<file path="src/rtl/cnt_mon_pkg.sv">
// cnt_mon_pkg: state encoding, default widths and next-value prediction shared by counter_monitor.
package cnt_mon_pkg;
    typedef enum logic {SYNC = 1'b0, TRACK = 1'b1} state_t;
    localparam int DEF_WIDTH = 6;
    localparam int DEF_ERR_W = 8;
    localparam int DEF_STEP_W = 16;
    function automatic logic [31:0] step_expect(input logic [31:0] prev, input logic up, input int width);
        logic [31:0] mask;
        mask = (width >= 32) ? '1 : ((32'd1 << width) - 32'd1);
        return (up ? prev + 32'd1 : prev - 32'd1) & mask;
    endfunction
endpackage

</file>
<file path="src/rtl/cnt_mon_stall_timer.sv">
// cnt_mon_stall_timer: saturating idle timer; stall is high once STALL_MAX cycles pass without a restart.
module cnt_mon_stall_timer #(
    parameter int STALL_MAX = 64
) (
    input  logic clock,
    input  logic rst_n,
    input  logic restart,
    input  logic run,
    output logic stall
);
    localparam int TW = $clog2(STALL_MAX) + 1;
    localparam logic [TW-1:0] LIMIT = TW'(STALL_MAX);
    logic [TW-1:0] timer;
    always_ff @(posedge clock or negedge rst_n) begin
        if (!rst_n) timer <= '0;
        else if (restart) timer <= '0;
        else if (run && timer != LIMIT) timer <= timer + TW'(1);
    end
    assign stall = (timer == LIMIT);
endmodule

</file>
<file path="src/rtl/counter_monitor.sv">
// counter_monitor: checks that an observed up/down counter moves one step at a time in the commanded direction.
// Define CNT_MON_STALL_EN to build in the stall timer; otherwise stall is tied low.
module counter_monitor
    import cnt_mon_pkg::*;
#(
    parameter int WIDTH     = DEF_WIDTH,
    parameter int ERR_W     = DEF_ERR_W,
    parameter int STEP_W    = DEF_STEP_W,
    parameter int STALL_MAX = 64
) (
    input  logic              clock,
    input  logic              rst_n,
    input  logic [WIDTH-1:0]  count,
    input  logic              dir,
    input  logic              cnt_rst_n,
    input  logic              enable,
    input  logic              clr,
    output logic              locked,
    output logic              err_pulse,
    output logic              err_sticky,
    output logic [ERR_W-1:0]  err_count,
    output logic [STEP_W-1:0] step_count,
    output logic [WIDTH-1:0]  exp_cnt,
    output logic              stall
);
    state_t state, state_nx;
    logic [WIDTH-1:0] s_cnt, prev, exp_nx;
    logic s_dir, chg, leave, good_step, bad_step;

    assign chg     = (s_cnt != prev);
    assign exp_nx  = WIDTH'(step_expect(32'(prev), s_dir, WIDTH));
    assign leave   = !enable || !cnt_rst_n || (dir != s_dir);
    assign locked  = (state == TRACK);
    assign exp_cnt = locked ? exp_nx : '0;

    // Leaving TRACK masks the step check, so a jump caused by a reset or direction flip is never flagged.
    always_comb begin
        state_nx  = leave ? SYNC : TRACK;
        good_step = locked && !leave && chg && (s_cnt == exp_nx);
        bad_step  = locked && !leave && chg && (s_cnt != exp_nx);
    end

    // prev follows s_cnt in every case: SYNC copies it, and TRACK resyncs to it after good and bad steps alike.
    always_ff @(posedge clock or negedge rst_n) begin
        if (!rst_n) begin
            state      <= SYNC;
            s_cnt      <= '0;
            s_dir      <= 1'b0;
            prev       <= '0;
            err_pulse  <= 1'b0;
            err_sticky <= 1'b0;
            err_count  <= '0;
            step_count <= '0;
        end else begin
            state      <= state_nx;
            s_cnt      <= count;
            s_dir      <= dir;
            prev       <= s_cnt;
            err_pulse  <= bad_step;
            err_sticky <= !clr && (err_sticky || bad_step);
            err_count  <= clr ? '0 : (bad_step && err_count != '1) ? err_count + ERR_W'(1) : err_count;
            step_count <= clr ? '0 : step_count + STEP_W'(good_step);
        end
    end

`ifdef CNT_MON_STALL_EN
    cnt_mon_stall_timer #(.STALL_MAX(STALL_MAX)) u_stall (
        .clock   (clock),
        .rst_n   (rst_n),
        .restart (chg || !locked),
        .run     (locked),
        .stall   (stall)
    );
`else
    logic unused_stall_max;
    assign unused_stall_max = (STALL_MAX != 0);
    assign stall = 1'b0;
`endif
endmodule

</file>
<file path="config.mk">
export PLATFORM = sky130hd
export DESIGN_NAME = counter_monitor
export DESIGN_NICKNAME = d
export VERILOG_FILES = /design/src/rtl/cnt_mon_pkg.sv /design/src/rtl/cnt_mon_stall_timer.sv /design/src/rtl/counter_monitor.sv
export SDC_FILE = /design/constraint.sdc
export NUM_CORES = 1
export LEC_CHECK = 0
export CAP_MARGIN = 20
export CORE_ASPECT_RATIO = 0.9
export CORE_UTILIZATION = 45
export DETAILED_ROUTE_END_ITERATION = 6
export PLACE_DENSITY_LB_ADDON = 0.25
export SLEW_MARGIN = 20
export SYNTH_ARGS = -nofsm -noshare
export SYNTH_HDL_FRONTEND = slang
export SYNTH_SLANG_ARGS = --single-unit
</file>
<file path="constraint.sdc">
create_clock -name clock -period 3.8 [get_ports clock]
set_clock_uncertainty 0.2 [all_clocks]
set_input_delay 0.38 -clock clock [delete_from_list [all_inputs] [get_ports clock]]
set_output_delay 0.38 -clock clock [all_outputs]
set_load 0.1 [all_outputs]
</file>
Yosys cells after proc, flatten, opt, wreduce, memory -nomap -nowiden:

Cells that the tools add are included.

* add/subtract/negate cells: 4
* eq/ne operators: 5
* mux-type cells: 6
* reduce and logical (&&, ||, !) cells: 14

Operators by type and width (number)
* adder 16 x 1 -> 16 bit: 1
* two-way mux 16 bit: 1
* two-way mux 8 bit: 2
* two-way mux 6 bit: 2
* inequality test 6 bit: 2
* adder 8 x 1 -> 8 bit, second input constant: 1
* inequality test 8 bit, second input constant: 1
* adder 6 x 1 -> 6 bit, second input constant: 1
* equality test 6 bit: 1
* logical AND 1 bit: 6
* subtractor 6 x 1 -> 6 bit, second input constant: 1
* zero test 1 bit: 4
* logical OR 1 bit: 3
* nonzero test 2 bit: 1
* two-way mux 1 bit: 1
* inequality test 1 bit: 1

* bits in registers: 40

Longest topological paths before layout:

* depth in word-level cells: 10
* gate-level depth with buffers: 14
* mapped depth without buffers: 14

Worst setup path after synthesis:

Ideal clock, no wire load.

* kind: reg2reg
* start point: reg prev[0]
* end point: reg step_count[15]
* setup time: 78 ps
* arrival time: 3350 ps
* required time: 3522 ps
* slack: 172 ps
* cell stages (with the launch flop): 13
* path buffers: 0
* period minus slack after synthesis: 3628 ps
* cells stage by stage: dfrtp_1 > fa_1 > xor2_1 > xor2_1 > or3_1 > or3_1 > or2_1 > nor2_1 > ha_1 > nand3_1 > or2_1 > or3_1 > a21oi_1

* word-level cells in the longest chain between the ends: 6

RTL lines
* from (decl): line counter_monitor.sv:27 `logic [WIDTH-1:0] s_cnt, prev, exp_nx;`
* from (signal assigned): line counter_monitor.sv:58 `prev <= s_cnt;`
* subtractor 6 x 1 -> 6 bit / adder 6 x 1 -> 6 bit (equally long branches): line cnt_mon_pkg.sv:10 `return (up ? prev + 32'd1 : prev - 32'd1) & mask;`
* two-way mux 6 bit: line cnt_mon_pkg.sv:10
* equality test 6 bit: line counter_monitor.sv:39 `good_step = locked && !leave && chg && (s_cnt == exp_nx);`
* logical AND 1 bit *: line counter_monitor.sv:39
* adder 16 x 1 -> 16 bit *: line counter_monitor.sv:62 `step_count <= clr ? '0 : step_count + STEP_W'(good_step);`
* two-way mux 16 bit *: line counter_monitor.sv:62
* to (signal assigned): line counter_monitor.sv:62
* to (decl): line counter_monitor.sv:22 `output logic [STEP_W-1:0] step_count,`

Every way passes the cells marked *; elsewhere a longest branch is shown, timed or not.
A chain may end at the register's enable or synchronous reset.

Worst setup path after layout:

* start point: reg prev[0]
* end point: reg step_count[14]

Same word-level chain as after synthesis.

==> results.py <==
metrics = {
    "die": {
        "fp-row-count": 22,
        "die_h_um": 64.9,
        "die_area_um2": 4670,
        "coreArea_um2": 4160,
        "start_util_pct": 47.6,
        "die_w_um": 71.9,
        "pin_count": 46,
    },
    "sta": {
        "hold_ws_ns": -0.00679,
        "slew_headroom_pct": 35.1,
        "period_share_pct": 95.4,
        "rsz0062_at_grt": "true",
        "hold_viol": 7,
        "setup_viol": 0,
        "drv_slew": 0,
        "max_freq_mhz": 276,
        "tightest_slew_ns": 0.970,
        "min_period_ns": 3.63,
    },
    "cts": {
        "clock_latency_ns": 0.29,
        "cts_tree": "yes",
        "path_clk_slew_ns": 0.07,
        "cts_buffers": 5,
        "cts.path.max_buffers": 2,
        "postCtsHoldBufs": 0,
        "cts_root_buf": "clkbuf_8",
        "cts.sinks": 40,
        "htreeDepth": 2,
    },
    "pwr": {
        "p_switching_w": 0.000218,
        "p_per_area_nw_per_um2": 329,
        "p_int_w": 0.000635,
        "vdd_drop_max_mv": 0.188,
        "p_seq_share_pct": 51.8,
        "netSwitchingFraction_pct": 25.6,
        "cellLeakagePower_nw": 1.13,
        "power.share.clock_pct": 32.5,
        "combPwrFrac_pct": 15.6,
    },
    "final_layout": {
        "drive_above_1_share_pct": 12.1,
        "multi_input_area_um2": 957,
        "seq_area_um2": 1000,
        "final_util_pct": 62.3,
        "fillers": 351,
        "insertedDiodeCount": 0,
        "area_growth_pct": 30.9,
        "fin_nets": 250,
    },
    "synth": {
        "synth_common_cells": "dfrtp_1, xor2_1, nor2_1",
        "synthArstFlopShare_pct": 100,
        "ys_warn_count": 0,
        "yosysSeqAreaShare_pct": 50.6,
        "yosys-top-cells-area": "dfrtp_1, xor2_1, xnor2_1",
        "avgSynthCellArea_um2": 11.0,
        "syn_inst": 180,
        "yosysMostFrequentCell": "dfrtp_1",
        "synthesis.nets": 200,
        "yosys.area.top_type": "dfrtp_1",
        "synth_edf_count": 0,
        "synth_top_area_share_pct": 50.6,
        "syn_area_um2": 1980,
        "ys_types": 35,
        "ys_ff_latch": 40,
        "synth_ff_type": "dfrtp_1",
    },
    "drt": {
        "post_drt_wl_per_cell_um": 13.1,
        "ant_nets": 0,
        "dr.pass1.iters": 4,
        "drtIter0Drc": 54,
        "drcViolationCount": 0,
        "vias": 1449,
        "viasPerCell": 4.98,
        "drt_wl_total_um": 3810,
    },
    "global_route": {
        "grtUsageTotal_pct": 18.6,
        "grt_max_degree": 41,
        "grt_pass1_vias": 1376,
        "grt_pass1_wl_um": 6560,
        "grt_overflow": 0,
        "antenna_found_initial": 0,
    },
    "critical_path": {
        "r2r_start": "prev[0]$_DFF_PN0_",
        "critPathCaptureType": "register",
        "crit_required_ns": 3.74,
        "crit_fanout": 4,
        "cp.arrival_ns": 3.56,
        "rr_endpoint": "step_count[14]$_DFF_PN0_",
        "rr_worst_depth": 13,
        "start_kind": "register",
        "r2r_slack_ns": 0.17,
        "path_class": "register to register",
    },
    "placement": {
        "hpwl_um": 2710,
        "gp_congestion": 0.818,
        "port_buffers": 44,
    },
    "job": {
        "max_cap_violations": 0,
    },
    "status": {
        "status": "finished, violations left",
        "violations": "negative hold slack",
    },
    "min_path": {
        "min_path_type": "input pin to async pin",
    },
}
==> logic make-up (layout without fill, tap and decap cells) <==
kind of cell	after synthesis	in the layout	synth area share (%)
buffers and inverters	8	59	2.09
muxes	1	1	0.506
AOI/OAI and AO/OA	27	27	8.60
other	1	1	0.189
and+or+nand+nor	63	63	17.1
adders and majority gates	8	8	5.44
xor gates and xnor gates	32	32	15.5
DFF	40	40	50.6
==> power groups by stage <==
stage               clock (W)  combinational, W  sequential [W]
detailed placement          0          0.000130        0.000450
CTS                  0.000288          0.000131        0.000442
finish               0.000277          0.000133        0.000442
global placement            0          0.000131        0.000450
floorplan                   0         0.0000856        0.000456
global route         0.000310          0.000145        0.000443
==> cells in the final DEF (no fill, tap or decap), drive strengths merged, types with 6 or more instances in the layout <==
cell,n
dfrtp,40
o21ai,9
xor2,18
a21oi,10
clkdlybuf4s50,38
buf,11
clkbuf,8
xnor2,12
and3,6
nor2,16
nand4,6
or3,9
ha,7
nand3,8
==> flip-flops by register name, indices dropped and copies added (netlist names) <==
name        count
err_count       8
err_pulse       1
err_sticky      1
locked          1
prev            6
s_cnt           6
s_dir           1
step_count     16
==> metrics by stage <==
step | total power, W | worst slack, ns | cell area [um^2] | instances | TNS [ns]
finish | 0.000853 | 0.174 | 2590 | 291 | 0
floorplan | 0.000542 | 0.172 | 1980 | 180 | 0
detailed placement | 0.000581 | 0.0608 | 2470 | 281 | 0
global route | 0.000898 | -0.0286 | 2590 | 291 | -0.0777
CTS | 0.000862 | 0.0130 | 2560 | 289 | 0
global placement | 0.000581 | 0.131 | 2470 | 281 | 0
==> metal layers <==
layer	GRT usage (%)	vias to the layer above	routed length, um
li1	-	722	-
met1	26.6	690	1900
met2	27.1	35	1680
met3	6.22	2	211
met4	5.15	0	12
met5	0	-	0
==> worst max path at each step <==
stage / endpoint / start / cells past startpoint
after global routing: step_count[14]$_DFF_PN0_ / prev[1]$_DFF_PN0_ / 13
after floorplan: step_count[15]$_DFF_PN0_ / prev[0]$_DFF_PN0_ / 12
after detailed placement: step_count[15]$_DFF_PN0_ / prev[0]$_DFF_PN0_ / 12
after global placement: step_count[14]$_DFF_PN0_ / prev[1]$_DFF_PN0_ / 13
after CTS: step_count[14]$_DFF_PN0_ / s_dir$_DFF_PN0_ / 14
final: step_count[14]$_DFF_PN0_ / prev[0]$_DFF_PN0_ / 13
==> critical path, cell delays in order (launching register included) <==
cell     delay [ns]
dfrtp_1        0.41
fa_2           0.40
xor2_1         0.18
xor2_1         0.14
or3_1          0.35
or3_4          0.40
or2_1          0.23
nor2_2         0.12
ha_1           0.23
and4_2         0.28
and4_1         0.22
nand4_1        0.11
xor2_1         0.15
nor2_1         0.05
==> cell type report <==
type	instances	share of cell area (%)
flip-flops and latches	40	38.6
multi-input cells	132	36.9
repair buffers	49	17.8
clock buffers	8	3.48
well taps	60	2.90
inverters	2	0.290
==> timing repair <==
action                                  in CTS  in global routing
buffers inserted                             0                  2
endpoints found under the setup margin       1                  5
resized for setup                            1                  7
pin swaps                                    0                  1
Power figures use the tool's default switching activity.
